--- src/rtl/maf_pkg.sv ---
// -----------------------------------------------------------------------------
// maf_pkg
// Shared definitions for the moving-average stream controller.
//   MAF_WIDTH / MAF_N : default sample width and filter window length
//   MAF_SHIFT         : log2 of the window length (divide-by-N as a shift)
//   state_e           : controller FSM encoding
// -----------------------------------------------------------------------------
package maf_pkg;

  localparam int unsigned MAF_WIDTH = 16;
  localparam int unsigned MAF_N     = 16;
  localparam int unsigned MAF_SHIFT = $clog2(MAF_N);

  typedef enum logic [1:0] {
    ST_IDLE  = 2'd0,
    ST_RUN   = 2'd1,
    ST_DRAIN = 2'd2,
    ST_CLEAR = 2'd3
  } state_e;

endpackage : maf_pkg

--- src/rtl/maf_out_fifo.sv ---
// -----------------------------------------------------------------------------
// maf_out_fifo
// Synchronous FIFO holding filter results until downstream accepts them.
// Push and pop may occur together, including when full or empty. There is no
// bypass: a push into an empty FIFO becomes visible on the following cycle.
// i_clear empties the FIFO and has priority over push/pop.
//   clk, rst_n   : clock, asynchronous active-low reset
//   i_clear      : synchronous flush
//   i_push       : write i_push_data (ignored when full unless popping too)
//   i_pop        : remove head entry (ignored when empty)
//   o_head       : head entry, zero when empty
//   o_count      : number of stored entries
//   o_full/o_empty : occupancy flags
// -----------------------------------------------------------------------------
module maf_out_fifo #(
  parameter  int unsigned WIDTH = 16,
  parameter  int unsigned DEPTH = 4,
  localparam int unsigned AW    = $clog2(DEPTH),
  localparam int unsigned CW    = AW + 1
) (
  input  logic             clk,
  input  logic             rst_n,
  input  logic             i_clear,
  input  logic             i_push,
  input  logic [WIDTH-1:0] i_push_data,
  input  logic             i_pop,
  output logic [WIDTH-1:0] o_head,
  output logic [CW-1:0]    o_count,
  output logic             o_full,
  output logic             o_empty
);

  logic [WIDTH-1:0] r_mem [DEPTH];
  logic [AW-1:0]    r_wr_ptr;
  logic [AW-1:0]    r_rd_ptr;
  logic [CW-1:0]    r_count;
  logic             w_push_ok;
  logic             w_pop_ok;

  assign o_full    = (r_count == CW'(DEPTH));
  assign o_empty   = (r_count == '0);
  assign o_count   = r_count;
  assign o_head    = o_empty ? '0 : r_mem[r_rd_ptr];

  // A pop frees the slot in the same cycle, so a full FIFO can still accept.
  assign w_pop_ok  = i_pop && !o_empty;
  assign w_push_ok = i_push && (!o_full || w_pop_ok);

  // NOTE: sequential state uses non-blocking assignments so every register
  // samples pre-edge values regardless of block evaluation order.
  always_ff @(posedge clk or negedge rst_n) begin
    if (!rst_n) begin
      r_wr_ptr <= '0;
      r_rd_ptr <= '0;
      r_count  <= '0;
    end else if (i_clear) begin
      r_wr_ptr <= '0;
      r_rd_ptr <= '0;
      r_count  <= '0;
    end else begin
      if (w_push_ok) r_wr_ptr <= r_wr_ptr + 1'b1;
      if (w_pop_ok)  r_rd_ptr <= r_rd_ptr + 1'b1;
      case ({w_push_ok, w_pop_ok})
        2'b10:   r_count <= r_count + 1'b1;
        2'b01:   r_count <= r_count - 1'b1;
        default: r_count <= r_count;
      endcase
    end
  end

  // NOTE: the storage array has no reset; entries are only observable once
  // written, because o_head is masked to zero while the FIFO is empty.
  always_ff @(posedge clk) begin
    if (w_push_ok && !i_clear) begin
      r_mem[r_wr_ptr] <= i_push_data;
    end
  end

endmodule : maf_out_fifo

--- src/rtl/maf_stream_ctrl.sv ---
// -----------------------------------------------------------------------------
// maf_stream_ctrl
// Sequences a moving-average filter (no backpressure) between a valid/ready
// upstream and a valid/ready downstream. Filter inputs are only issued when a
// FIFO slot is guaranteed for the result (credit scheme), results are queued
// in maf_out_fifo, and a clear request drains the in-flight result, resets the
// filter for one cycle and restarts warm-up.
//   clk, rst_n               : clock, asynchronous active-low reset
//   cfg_enable, cfg_clear    : accept-samples level, clear/restart pulse
//   s_valid/s_ready/s_data   : upstream sample stream
//   m_valid/m_ready/m_data   : downstream average stream
//   f_rst_n, f_in_valid, f_in_sample : drive the filter
//   f_out_valid, f_out_sample        : filter result
//   warm, busy, ovf_err      : window filled, not idle, sticky result drop
// -----------------------------------------------------------------------------
module maf_stream_ctrl
  import maf_pkg::*;
#(
  parameter int unsigned WIDTH      = MAF_WIDTH,
  parameter int unsigned N          = MAF_N,
  parameter int unsigned FIFO_DEPTH = 4
) (
  input  logic             clk,
  input  logic             rst_n,
  input  logic             cfg_enable,
  input  logic             cfg_clear,
  input  logic             s_valid,
  output logic             s_ready,
  input  logic [WIDTH-1:0] s_data,
  output logic             m_valid,
  input  logic             m_ready,
  output logic [WIDTH-1:0] m_data,
  output logic             f_rst_n,
  output logic             f_in_valid,
  output logic [WIDTH-1:0] f_in_sample,
  input  logic             f_out_valid,
  input  logic [WIDTH-1:0] f_out_sample,
  output logic             warm,
  output logic             busy,
  output logic             ovf_err
);

  localparam int unsigned CW  = $clog2(FIFO_DEPTH) + 1;
  localparam int unsigned WCW = $clog2(N) + 1;

  localparam logic [CW-1:0]  DEPTH_C     = CW'(FIFO_DEPTH);
  localparam logic [WCW-1:0] WARM_FULL   = WCW'(N);
  localparam logic [WCW-1:0] WARM_LAST   = WCW'(N - 1);

  state_e           r_state;
  state_e           w_next_state;
  logic             r_f_rst_n;
  logic             r_inflight;
  logic [WCW-1:0]   r_warm_cnt;
  logic             r_ovf_err;

  logic [CW-1:0]    w_fifo_count;
  logic [CW-1:0]    w_used;
  logic             w_fifo_full;
  logic             w_fifo_empty;
  logic [WIDTH-1:0] w_fifo_head;
  logic             w_pop;
  logic             w_clear;
  logic             w_s_ready;
  logic             w_f_in_valid;

  // Credit: a slot is reserved for every result the filter still owes us.
  assign w_used       = w_fifo_count + CW'(r_inflight);
  assign w_s_ready    = (r_state == ST_RUN) && (w_used < DEPTH_C);
  assign w_f_in_valid = s_valid && w_s_ready;
  assign w_pop        = m_ready && !w_fifo_empty;

  // Flush on the edge entering CLEAR so downstream sees the discard while the
  // filter is held in reset, and keep flushing for the CLEAR cycle itself.
  assign w_clear      = (w_next_state == ST_CLEAR) || (r_state == ST_CLEAR);

  assign s_ready      = w_s_ready;
  assign f_in_valid   = w_f_in_valid;
  assign f_in_sample  = s_data;
  assign f_rst_n      = r_f_rst_n;
  assign m_valid      = !w_fifo_empty;
  assign m_data       = w_fifo_head;
  assign warm         = (r_warm_cnt == WARM_FULL);
  assign busy         = (r_state != ST_IDLE);
  assign ovf_err      = r_ovf_err;

  // NOTE: every combinational output gets a default before the case so no
  // path leaves it unassigned, which would otherwise infer a latch.
  always_comb begin
    w_next_state = r_state;
    case (r_state)
      ST_IDLE: begin
        if (cfg_clear)       w_next_state = ST_DRAIN;
        else if (cfg_enable) w_next_state = ST_RUN;
      end
      ST_RUN: begin
        if (cfg_clear)        w_next_state = ST_DRAIN;
        else if (!cfg_enable) w_next_state = ST_IDLE;
      end
      ST_DRAIN: begin
        // The filter result lags its input by one cycle; wait for it.
        if (!r_inflight) w_next_state = ST_CLEAR;
      end
      ST_CLEAR: begin
        w_next_state = cfg_enable ? ST_RUN : ST_IDLE;
      end
      default: w_next_state = ST_CLEAR;
    endcase
  end

  always_ff @(posedge clk or negedge rst_n) begin
    if (!rst_n) begin
      r_state    <= ST_CLEAR;
      r_f_rst_n  <= 1'b0;
      r_inflight <= 1'b0;
      r_warm_cnt <= '0;
      r_ovf_err  <= 1'b0;
    end else begin
      r_state    <= w_next_state;
      // Filter reset is low exactly while the FSM sits in CLEAR.
      r_f_rst_n  <= (w_next_state != ST_CLEAR);
      // Warm-up samples produce no result, so they hold no credit.
      r_inflight <= w_f_in_valid && (r_warm_cnt >= WARM_LAST);
      if (w_clear) begin
        r_warm_cnt <= '0;
      end else if (w_f_in_valid && (r_warm_cnt != WARM_FULL)) begin
        r_warm_cnt <= r_warm_cnt + 1'b1;
      end
      if (f_out_valid && w_fifo_full && !w_pop) begin
        r_ovf_err <= 1'b1;
      end
    end
  end

  maf_out_fifo #(
    .WIDTH (WIDTH),
    .DEPTH (FIFO_DEPTH)
  ) u_out_fifo (
    .clk         (clk),
    .rst_n       (rst_n),
    .i_clear     (w_clear),
    .i_push      (f_out_valid),
    .i_push_data (f_out_sample),
    .i_pop       (w_pop),
    .o_head      (w_fifo_head),
    .o_count     (w_fifo_count),
    .o_full      (w_fifo_full),
    .o_empty     (w_fifo_empty)
  );

endmodule : maf_stream_ctrl
--- config.mk ---
export PLATFORM = sky130hd
export DESIGN_NAME = maf_stream_ctrl
export DESIGN_NICKNAME = d
export VERILOG_FILES = /design/src/rtl/maf_pkg.sv /design/src/rtl/maf_out_fifo.sv /design/src/rtl/maf_stream_ctrl.sv
export SDC_FILE = /design/constraint.sdc
export NUM_CORES = 1
export LEC_CHECK = 0
export CAP_MARGIN = 20
export CORE_MARGIN = 1.5
export CORE_UTILIZATION = 60
export DETAILED_ROUTE_END_ITERATION = 8
export DONT_BUFFER_PORTS = 1
export GPL_TIMING_DRIVEN = 0
export PLACE_DENSITY = 0.76
export SYNTH_ARGS = -nofsm -noshare
export SYNTH_HDL_FRONTEND = slang
export SYNTH_SLANG_ARGS = --single-unit
--- constraint.sdc ---
create_clock -name clk -period 5.45 [get_ports clk]
set_input_delay 1.09 -clock clk [delete_from_list [all_inputs] [get_ports clk]]
set_output_delay 1.09 -clock clk [all_outputs]
set_load 0.03 [all_outputs]
# == Yosys cells after proc, flatten, opt, wreduce, memory -nomap -nowiden ==
# Memory sizes are Yosys's and may differ from the RTL's.
# Cells that the tools add are included.
# W data, S select, Z words.
# word_totals
ff_bits,17
latch_bits,0
ramBits,64
mem_bits_ro,0
in_bits,39
output_inout_bits,39
elab_cells,68
n_memories,1
# classes
addsub,6
mul,0
n_div,0
n_lt_le_gt_ge,2
n_eq_ne,10
shifts,0
mux,18
bitwise,0
reduce_logical,23
# mem_list
name,depth,word_bits,rd,rd_ports_with_merged_regs,wr,line,source
u_out_fifo.r_mem,4,16,1,0,1,maf_out_fifo.sv:33,logic [WIDTH-1:0] r_mem [DEPTH];
# ops
operator,n
$mux W2,9
$mux W16,1
$logic_and A1 B1 Y1,10
$mux W5,2
$eq A2 B2 Y1 const B,4
$pmux W2 S4,1
$reduce_bool A2 Y1,4
$pmux W3 S2,1
$add A5 B1 Y5 const B,1
$eq A5 B5 Y1 const B,1
$ge A5 B4 Y1 const B,1
$ne A5 B5 Y1 const B,1
$add A2 B1 Y2 const B,2
$eq A2 B1 Y1 const B,2
$logic_not A1 Y1,4
$add A3 B1 Y3,1
$add A3 B1 Y3 const B,1
$eq A3 B3 Y1 const B,1
$logic_not A3 Y1,1
$lt A3 B3 Y1 const B,1
$mux W1,3
$mux W3,1
$reduce_bool A3 Y1,1
$sub A3 B1 Y3 const B,1
3 further kinds,4

# == Depth between registers and ports, before layout ==
# logic_depth
ltp_word,9
depth_mapped,10
ltp_nobuf,8

# == By module ==
# A second synthesis with hierarchy kept.
# unflattened
cells_unflattened,240
hier_area_um2,3717.3
# modules_own_cells
mod,instances,cells_per_inst,area_each_um2,seq_area_each_um2
maf_out_fifo,1,170,3010.4,2097.0
maf_stream_ctrl,1,70,706.9,252.7

# == Worst setup path after synthesis ==
# Ideal clock, no wire load.
# synth_timing
path_kind,input to register
startpoint,in m_ready
endpoint,reg u_out_fifo.r_count[2] (netlist: u_out_fifo.o_count[2])
setup_ns,0.132
arrival_ns,2.811
t_required_ns,5.318
slack_ns,2.507
path_stages,7
path_buffers,1
path_cell_list,clkbuf_1 -> nand2_1 -> or2_2 -> fa_1 -> or3b_2 -> a31oi_1 -> a21oi_1
# synth_between
elab_chain_len,7
word_cells_on_any_way,9
classes_between,eq/ne: 2; mux: 2; reduce/logical: 5
# synth_lines
element,line,source
"start, declared",maf_stream_ctrl.sv:31,"input logic m_ready,"
$logic_and A1 B1 Y1 *,maf_stream_ctrl.sv:71,assign w_pop = m_ready && !w_fifo_empty;
$logic_and A1 B1 Y1 *,maf_out_fifo.sv:46,assign w_pop_ok = i_pop && !o_empty;
$logic_or A1 B1 Y1,maf_out_fifo.sv:47,assign w_push_ok = i_push && (!o_full || w_pop_ok);
$logic_and A1 B1 Y1,maf_out_fifo.sv:47,
$eq A2 B1 Y1 / $eq A2 B2 Y1 (equally long branches),maf_out_fifo.sv:63,"case ({w_push_ok, w_pop_ok})"
$pmux W3 S2,maf_out_fifo.sv:63,
$mux W3,maf_out_fifo.sv:56,end else if (i_clear) begin
"end signal, assigned",maf_out_fifo.sv:64,2'b10: r_count <= r_count + 1'b1;
"end signal, assigned",maf_out_fifo.sv:65,2'b01: r_count <= r_count - 1'b1;
"end signal, assigned",maf_out_fifo.sv:66,default: r_count <= r_count;
"end, declared",maf_out_fifo.sv:36,logic [CW-1:0] r_count;
# Every way passes the cells marked *; elsewhere a longest branch is shown, timed or not.
# A chain may end at the register's enable or synchronous reset.

# == Worst setup path after layout ==
# layout_timing
startpoint,reg u_out_fifo.r_count[1] (netlist: u_out_fifo.o_count[1])
endpoint,out m_data[0]
# layout_between
elab_chain_len,2
# layout_lines
element,line,source
$logic_not A3 Y1,maf_out_fifo.sv:41,assign o_empty = (r_count == '0);
$mux W16,maf_out_fifo.sv:43,assign o_head = o_empty ? '0 : r_mem[r_rd_ptr];
"end, declared",maf_stream_ctrl.sv:32,"output logic [WIDTH-1:0] m_data,"
# Every way passes these cells.

==> summary.md <==
| Metric | Value |
|---|---|
| Status | `finished clean` |
| Max_cap viols | `0` |
| Post-synthesis mux area share | `0.1183` |
| Adder-cell share of the synthesized area | `0.02966` |
| Tot GR Track Use | `0.2074` |
| Worst IR Drop VDD | `247.8 uV` |
| CP max-delay cell | `clkbuf_1` |
| Fin. max-slew vios | `0` |
| CP Capture Type | `output port` |
| Unrepaired setup endpoints after global routing | `false` |
| Initial core utilization | `0.6165` |
| N_diodes | `0` |
| Total core area | `5886 sq um` |
| H-tree lvl count | `3` |
| CTS Buf Count | `9` |
| Pin count of the biggest net entering global routing | `18` |
| Hold crit path type | `input port to async pin` |
| Detailed Routing Iterations Pass 1 | `4` |
| Die area | `6523 sq um` |
| Worst slew pin tran | `1.144 ns` |
| Die Wd | `80.77 microns` |
| Period utilization | `0.6341` |
| Initial antenna violation count | `0` |
| Vias per std cell | `5.789` |
| Yosys reg bits | `81` |
| Pleak | `1.422 nW` |
| # hold bufs at CTS | `0` |
| Syn Inst Count | `232` |
| Startpoint Class | `flip-flop` |
| Fillers | `419` |
| Routability congestion estimate | `0.6754` |
| Clock Path Buffers | `2` |
| Clock root cell | `clkbuf_8` |
| Post-CTS sizing | `0` |
| Multi-input gate area | `1065 sq um` |
| Distinct cells, synth | `43` |
| Finished Layout Cells | `323` |
| Fin. Hold Viols | `0` |
| Post-route ant nets | `0` |
| Synth Warn # | `0` |
| Avg WL per Cell | `19.24 microns` |
| IO buf count | `0` |
| DP Cell Count | `307` |
| Total number of vias | `1870` |
| Share of cells above drive strength 1 | `0.2621` |
| Synth Area in XOR/XNOR | `0.01690` |
| Total negative slack | `0 ns` |
| CP Cell Sequence | `or3_1, clkbuf_1, clkbuf_1, and2_1` |
| Worst-path fanout max | `10` |
| Total grt overflow | `0` |
| Worst path required time | `4.36 ns` |
| Syn_nets | `279` |
| Netlist Area Pre-Place | `3628 sq um` |
| Simple-gate area share of the yosys netlist | `0.1028` |
| Final WL | `6213 microns` |
| First-pass GRT wire length | `9390 microns` |
| Syn avg cell area | `15.64 sq um` |
| IO Count | `78` |
| NumNets Final | `290` |
| Power per cell area | `478.7 nW/um^2` |
| Register Area | `2350 sq um` |
| Detailed Route Iter0 Violations | `123` |
| Rows | `28` |
| DP HPWL | `4087 microns` |
| Die Height | `80.77 microns` |
| Post-route DRC | `0` |
| Vias in the first global route | `1845` |
| Worst-path clk slew | `0.08 ns` |
| Worst path max stage delay | `0.58 ns` |
| Worst Skew | `0.009649 ns` |
| Most frequent CP cell | `clkbuf_1` |
| Post-CTS Setup Inserts | `0` |
| F_max | `289.4 MHz` |
| Period minus WS final | `3.456 ns` |
| Main combinational cell family by area after synthesis | `multiplexers` |
| Total Power | `0.001878 W` |
| Final setup violating endpoints | `0` |
| Rel. slew slack | `0.2317` |
| Sequential fraction of the synthesis area | `0.6476` |
| Sink Count | `81` |
| Compound-gate portion of the synthesized area | `0.02586` |
| WP data arrival | `2.37 ns` |
| Area Overhead vs Synth | `8.103%` |
| CTS tree | `built` |
| Crit path kind | `flip-flop to output port` |
| Worst-skew pair later-pin latency | `0.34 ns` |
## worst paths after layout
| check | cells past startpoint | end | slack (ns) | start |
|---|---|---|---|---|
| min in group clk | 1 | f_rst_n | 0.53 | r_inflight |
| setup / recovery | 4 | m_data[0] | 1.99 | u_out_fifo.o_count[1] |
| setup reg to reg | 8 | u_out_fifo.o_count[2] | 2.73 | u_out_fifo.o_count[1] |
| hold / removal | 0 | u_out_fifo.r_rd_ptr[1] | 0.43 | rst_n |
| max in group asynchronous | 0 | r_state[1] | 4.84 | rst_n |
| hold reg to reg | 1 | f_rst_n | 0.53 | r_inflight |
## logic make-up after synthesis
kind of cell	Yosys count
AOI/OAI and AO/OA	14
and+or+nand+nor	62
buffers and inverters	38
xor gates and xnor gates	7
adders and majority gates	8
muxes	22
DFF	81
## registers in the layout, indices dropped and copies added, names as in the netlist, 2 cells and up
name	flops
r_warm_cnt	5
u_out_fifo.r_rd_ptr	2
u_out_fifo.r_mem	64
r_state	2
u_out_fifo.r_wr_ptr	2
u_out_fifo.o_count	3
## routing by layer
layer  vias to the layer above  track usage  wire length (microns)
li1                        863            -                      -
met1                       933       0.2593                   2615
met4                         0      0.09655                    126
met2                        63       0.3403                   3090
met3                        11      0.05618                    380
met5                         -            0                      0
## cell type report
class / count / share of cell area
Tap cell: 75 / 0.02392
Sequential cell: 81 / 0.5990
Clock buffer: 9 / 0.03158
Clock inverter: 7 / 0.01946
Inverter: 10 / 0.009569
Buffer: 28 / 0.04498
Multi-Input combinational cell: 113 / 0.2715
## synth_stat cells (all sizes together)
| cell | n | area share |
|---|---|---|
| mux2 | 1 | 0.0041 |
| a21oi | 3 | 0.0041 |
| buf | 24 | 0.044 |
| o211ai | 3 | 0.0062 |
| clkbuf | 4 | 0.0041 |
| dfstp | 2 | 0.014 |
| nand4 | 1 | 0.0017 |
| o41ai | 1 | 0.0024 |
| xnor2 | 2 | 0.0048 |
| nand3 | 3 | 0.0041 |
| a32o | 1 | 0.0028 |
| xor2 | 5 | 0.012 |
| or2 | 3 | 0.0052 |
| nor3b | 1 | 0.0021 |
| nor2b | 1 | 0.0017 |
| o21ai | 3 | 0.0041 |
| and4b | 1 | 0.0028 |
| and2 | 17 | 0.029 |
| or3 | 2 | 0.0034 |
| a31oi | 1 | 0.0017 |
| and4bb | 1 | 0.0034 |
| a21o | 1 | 0.0021 |
| or3b | 2 | 0.0048 |
| o311ai | 1 | 0.0024 |
| ha | 7 | 0.024 |
| mux4 | 16 | 0.099 |
| nand2 | 6 | 0.0062 |
| inv | 10 | 0.010 |
| dfrtp | 15 | 0.10 |
| nand3b | 1 | 0.0021 |
| fa | 1 | 0.0055 |
| nor2 | 10 | 0.011 |
| nor3 | 1 | 0.0014 |
| and3 | 7 | 0.013 |
| edfxtp | 64 | 0.53 |
| nand2b | 3 | 0.0052 |
| nor4b | 2 | 0.0048 |
| mux2i | 5 | 0.015 |
## worst max-delay path: cells and delay by family (launching register included)
family | cells | cell delay [ns]
buffers and inverters | 2 | 0.92
and+or+nand+nor | 2 | 0.61
DFF | 1 | 0.50
## through the flow
stage | setup slack (ns) | utilization | hold WS (ns) | area, sq um
floorplan | 2.507 | - | 0.4701 | 3628
finish | 1.994 | 0.6665 | 0.4320 | 3923
global placement | 2.340 | 0.6324 | 0.5200 | 3722
CTS | 1.950 | 0.6665 | 0.4177 | 3923
global route | 1.811 | 0.6665 | 0.4165 | 3923
detailed placement | 2.320 | 0.6324 | 0.5169 | 3722
## power breakdown
group | internal, W | total (W) | switching, W
Sequential | 0.000776 | 0.000835 | 0.0000598
Combinational | 0.000195 | 0.000607 | 0.000412
Clock | 0.000216 | 0.000436 | 0.000220
## cell usage in the layout, fill, tap and decap left out, types with 2 or more instances in the layout
cell type	count
and3_1	6
xor2_1	5
clkbuf_1	4
nand2b_1	3
a21oi_1	3
clkbuf_8	9
dfrtp_1	15
o21ai_0	3
buf_4	17
dfstp_2	2
o211ai_1	3
or2_2	3
inv_6	3
nor4b_1	2
and2_1	17
ha_1	7
buf_2	6
nor2_1	9
mux2i_1	4
mux4_2	16
nand2_1	6
nand3_1	3
xnor2_1	2
edfxtp_1	64
inv_1	10
or3b_2	2
or3_1	2
Power figures use the tool's default switching activity.
